[src/rtl/cmd_queue_sched.sv]
// cmd_queue_sched
//   Small command FIFO between UART_wrapper and the robot command processor.
//   Captures one command per UART frame (acknowledged with clr_cmd_rdy),
//   presents the oldest queued command with a valid/pop handshake, and
//   discards everything pending on flush (bumper abort).
//
//   Parameters
//     DEPTH        queue depth, power of two, 2..16
//     CMD_W        command width
//   Ports
//     clk, rst_n   clock, async active-low reset
//     cmd          command word from UART_wrapper
//     cmd_rdy      a received command is pending in UART_wrapper
//     clr_cmd_rdy  registered one-cycle acknowledge per captured frame
//     pop          consumer has taken the head command
//     flush        discard all queued commands
//     cmd_out      head command (don't-care while cmd_vld=0)
//     cmd_vld      queue not empty
//     full, empty  occupancy flags
//     ovfl         sticky: a command was dropped because the queue was full
//     drop_cnt     saturating drop counter (only with CMD_QUEUE_STATS_EN)
//
//   Build option: define CMD_QUEUE_STATS_EN to build drop_cnt.
module cmd_queue_sched #(
   parameter int DEPTH = 4,
   parameter int CMD_W = 16
) (
   input  logic             clk,
   input  logic             rst_n,
   input  logic [CMD_W-1:0] cmd,
   input  logic             cmd_rdy,
   output logic             clr_cmd_rdy,
   input  logic             pop,
   input  logic             flush,
   output logic [CMD_W-1:0] cmd_out,
   output logic             cmd_vld,
   output logic             full,
   output logic             empty,
   output logic             ovfl
`ifdef CMD_QUEUE_STATS_EN
   ,
   output logic [7:0]       drop_cnt
`endif
);

   localparam int PTR_W = $clog2(DEPTH);
   localparam int CNT_W = PTR_W + 1;

   typedef enum logic {IDLE = 1'b0, HOLD = 1'b1} state_t;

   state_t             state_q, state_d;
   logic [PTR_W-1:0]   wr_ptr, rd_ptr;
   logic [CNT_W-1:0]   count;
   logic               ovfl_q;
   logic               clr_q;
   logic [CMD_W-1:0]   mem [DEPTH];

   logic               take;    // frame captured this edge (accepted, dropped or flushed)
   logic               acc;
   logic               drop;
   logic               do_pop;

   // ---------------------------------------------------------------
   // Intake FSM: IDLE captures on cmd_rdy, HOLD waits for cmd_rdy to
   // fall so a slow-clearing cmd_rdy cannot produce a second capture.
   // ---------------------------------------------------------------
   always_ff @(posedge clk or negedge rst_n) begin
      if (!rst_n) state_q <= IDLE;
      else        state_q <= state_d;
   end

   always_comb begin
      state_d = state_q;
      take    = 1'b0;
      case (state_q)
         IDLE: begin
            if (cmd_rdy) begin
               take    = 1'b1;
               state_d = HOLD;
            end
         end
         HOLD: begin
            if (!cmd_rdy) state_d = IDLE;
         end
         default: state_d = IDLE;
      endcase
   end

   // Full is judged before any same-cycle pop; flush swallows the intake
   // without counting it as a drop.
   assign acc    = take && !flush && !full;
   assign drop   = take && !flush &&  full;
   assign do_pop = pop && cmd_vld && !flush;

   // ---------------------------------------------------------------
   // Pointers, occupancy, sticky overflow, acknowledge
   // ---------------------------------------------------------------
   always_ff @(posedge clk or negedge rst_n) begin
      if (!rst_n) begin
         wr_ptr <= '0;
         rd_ptr <= '0;
         count  <= '0;
         ovfl_q <= 1'b0;
         clr_q  <= 1'b0;
      end else begin
         clr_q <= take;
         if (flush) begin
            wr_ptr <= '0;
            rd_ptr <= '0;
            count  <= '0;
            ovfl_q <= 1'b0;
         end else begin
            if (acc)    wr_ptr <= wr_ptr + PTR_W'(1);
            if (do_pop) rd_ptr <= rd_ptr + PTR_W'(1);
            case ({acc, do_pop})
               2'b10:   count <= count + CNT_W'(1);
               2'b01:   count <= count - CNT_W'(1);
               default: count <= count;
            endcase
            if (drop) ovfl_q <= 1'b1;
         end
      end
   end

   // Storage is not reset; cmd_vld masks stale contents.
   always_ff @(posedge clk) begin
      if (acc) mem[wr_ptr] <= cmd;
   end

`ifdef CMD_QUEUE_STATS_EN
   // Saturating drop counter; survives flush, cleared only by reset.
   always_ff @(posedge clk or negedge rst_n) begin
      if (!rst_n)                        drop_cnt <= 8'h00;
      else if (drop && drop_cnt != 8'hFF) drop_cnt <= drop_cnt + 8'h01;
   end
`endif

   assign empty       = (count == '0);
   assign full        = (count == CNT_W'(DEPTH));
   assign cmd_vld     = !empty;
   assign cmd_out     = mem[rd_ptr];
   assign ovfl        = ovfl_q;
   assign clr_cmd_rdy = clr_q;

endmodule

[config.mk]
export PLATFORM = sky130hd
export DESIGN_NAME = cmd_queue_sched
export DESIGN_NICKNAME = d
export VERILOG_FILES = /design/src/rtl/cmd_queue_sched.sv
export SDC_FILE = /design/constraint.sdc
export NUM_CORES = 1
export LEC_CHECK = 0
export ABC_AREA = 1
export CAP_MARGIN = 25
export CELL_PAD_IN_SITES_DETAIL_PLACEMENT = 2
export CELL_PAD_IN_SITES_GLOBAL_PLACEMENT = 2
export CORE_ASPECT_RATIO = 1.1
export CORE_MARGIN = 4
export CORE_UTILIZATION = 33
export DETAILED_ROUTE_END_ITERATION = 12
export PLACE_DENSITY_LB_ADDON = 0.1
export SLEW_MARGIN = 20
export SYNTH_ARGS = -nofsm -noshare
export SYNTH_HDL_FRONTEND = slang
export SYNTH_SLANG_ARGS = --single-unit
[constraint.sdc]
create_clock -name clk -period 1.9 [get_ports clk]
set_clock_uncertainty 0.05 [all_clocks]
set_input_delay 0.475 -clock clk [delete_from_list [all_inputs] [get_ports clk]]
set_output_delay 0.475 -clock clk [all_outputs]
set_load 0.01 [all_outputs]
==> out/qor.csv <==
metric;value;unit
outcome;finished, violations left;
failing checks;negative setup slack;
Die Height;107;µm
Worst Tran Pin Value;499;ps
Setup crit end kind;output port;
Clock power frac;36.1;%
hold crit path type;in2reg;
hold_ws;342;ps
Root Driver;clkbuf_8;
routing usage on met1;17.1;%
data arrival time of the worst path;1500;ps
critical path required time;1370;ps
I/O pin cnt;42;
sequential share of power;53.4;%
clk buf depth;2;
min cycle time layout;2030;ps
Sink Count;74;
R2R Setup Slk;120;ps
Synth Net Count;251;
core footprint;0.00854;mm²
first-pass GRT wire length;11900;µm
routed len/inst;18.8;µm
Max Freq;0.493;GHz
Rows;35;
Finished Core Util;47.2;%
Max Fanout on Critical Path;12;
layout cells sized above 1;34.5;%
Sw Share;24.2;%
total global-route track usage;15.1;%
iteration-0 DRC count of the detailed router;99;
final hold violations;0;
Psw;0.000819;W
vias in the first global route;2237;
global routing's busiest layer;met2;
cell family contributing the most delay on the critical path;buffers and inverters;
H-tree levels;3;
Final #Nets;325;
Setup crit start kind;flip-flop;
Post-Synthesis Cell Area;0.00293;mm²
Area growth syn-to-layout;37.6;%
Cells after Synth;225;
worst path bufs/invs;4;
Ys Warns;0;
initial antenna violation count;0;
RSZ-0062 raised after global routing;yes;
post-route setup slack;-129;ps
Int Pwr;0.00257;W
Skew-Pair Late Insertion Delay;350;ps
DRC;0;
Initial Util;34.3;%
Slew Viols, Final;0;
sequential share of the synthesized area;74.1;%
DRT Wirelength;7790;µm
LEAKAGE;1.51;nW
VDD IR-drop max;0.348;mV
power per cell area;839;mW/mm²
post-DP HPWL;4900;µm
Critical Path, Cell by Cell;clkinv_4 > buf_12 > buf_6 > o21ai_2 > o22ai_1 > buf_2;
period utilisation layout;107;%
die width;97.9;µm
clock tree from TritonCTS;done;
max_cap viols;0;
flops & latches, synth;74;
slowest CP cell;dfrtp_2;
CP peak stage delay;440;ps
CP Class;reg2out;
GRT overflow;0;
Via density;4.80;
hold-fix buffers at CTS;0;
buffers added on ports;41;
Final ANT Viol Nets;0;
routability congestion estimate;0.736;
first-pass iteration count of the detailed router;4;
Slew HR;66.6;%
TritonCTS Buffers;9;
detailed-route via count;1990;
Avg Cell Area, Syn;13.0;µm²
met3 Usage GRT;4.03;%
Final setup viols;16;
post-synthesis cell type count;21;
clock transition at the registers of the reported paths;90;ps
largest net degree at the start of global routing;23;
Antenna diodes;0;
Die ar.;0.0105;mm²
met2 usage;27.3;%
power share of the combinational group;10.5;%
[cell usage in the layout (no fill, tap or decap), drive strengths merged]
cell type and count:
a21oi 4, inv 16, nand2 14, nor3 2, bufinv 1, xnor2 1, fa 1, edfxtp 64
clkdlybuf4s15 1, nand3 7, clkdlybuf4s50 20, nor2 41, clkinvlp 3, o22ai 16, ha 4, clkbuf 13
o21ai 36, dlygate4sd2 3, clkinv 2, buf 45, dfrtp 10
[state kept, by name, indices dropped and copies added (netlist names)]
| signal | flops |
|---|---|
| clr_cmd_rdy | 1 |
| count | 3 |
| mem | 64 |
| ovfl | 1 |
| rd_ptr | 2 |
| state_q | 1 |
| wr_ptr | 2 |
[cell type report]
class	instances	area (µm²)
sequential	74	2170
fill	831	4510
inverter	16	65.1
multi-input combinational	126	820
clock inverter	6	66.3
tap	111	139
timing repair buffer	72	643
clock buffer	10	128
[path summary, 6_finish.rpt]
kind	from	endpoint	cells past startpoint
worst max-delay path	rd_ptr[0]	cmd_out[15]	6
worst min-delay path	cmd_rdy	state_q	1
worst max register to register	count[0]	count[2]	13
worst min register to register	state_q	clr_cmd_rdy	1
max in group asynchronous	rst_n	rd_ptr[0]	1
min in group asynchronous	rst_n	state_q	1
[metal layers]
layer	share of wire (%)	vias to the layer above	wire [µm]
met5	0	-	0
met4	1.1	0	89
met3	3.6	6	284
li1	-	955	-
met2	54	33	4170
met1	42	996	3250
[cells in the mapped netlist]
master / instances / area [µm²]
edfxtp_1: 64 / 1920
nor2_1: 39 / 146
o21ai_0: 35 / 175
inv_1: 16 / 60.1
o22ai_1: 16 / 100
dfrtp_1: 10 / 250
nand2_1: 10 / 37.5
clkbuf_1: 8 / 30.0
nand3_1: 7 / 35.0
ha_1: 4 / 50.1
a21oi_1: 3 / 15.0
nand2_2: 3 / 18.8
nor2_2: 2 / 12.5
a21oi_2: 1 / 8.76
buf_1: 1 / 3.75
fa_1: 1 / 20.0
nand2_4: 1 / 11.3
nor3_1: 1 / 5.00
nor3_4: 1 / 16.3
o21ai_1: 1 / 5.00
xnor2_1: 1 / 8.76
[stage by stage]
stage	std cells	area [µm²]	setup WS [ps]	setup TNS, ps	total power, W
6_report	415	4030	-129	-968	0.00339
5_1_grt	415	4030	-215	-2420	0.00354
4_1_cts	413	3870	-139	-1220	0.00338
3_5_place_dp	394	3680	-536	-20890	0.00218
3_3_place_gp	394	3680	-439	-16890	0.00217
2_1_floorplan	225	2930	-58.8	-3780	0.00196
[what timing repair did]
action / 4_1_cts / 5_1_grt
setup endpoints to repair: 20 / 19
setup buffers: 3 / 1
pin swaps: 5 / 11
gates cloned: 0 / 2
gates resized for setup: 99 / 45
[power groups by stage]
stage	clock network (W)	registers, W	logic, W
6_report	0.00122	0.00181	0.000355
3_5_place_dp	0	0.00184	0.000336
3_3_place_gp	0	0.00184	0.000328
2_1_floorplan	0	0.00184	0.000123
5_1_grt	0.00134	0.00181	0.000389
4_1_cts	0.00125	0.00181	0.000324
[logic make-up (layout without fill, tap and decap cells)]
logic type / count (synthesis) / count (layout) / share of synthesized area [%]
AO/OA/AOI/OAI: 56 / 56 / 10.4
adder cells (fa/ha/maj): 5 / 5 / 2.39
buffers and inverters: 25 / 104 / 3.20
flip-flops: 74 / 74 / 74.1
XOR/XNOR: 1 / 1 / 0.299
AND/OR/NAND/NOR: 64 / 64 / 9.65
Note: power is estimated with default switching activity, not from simulation.
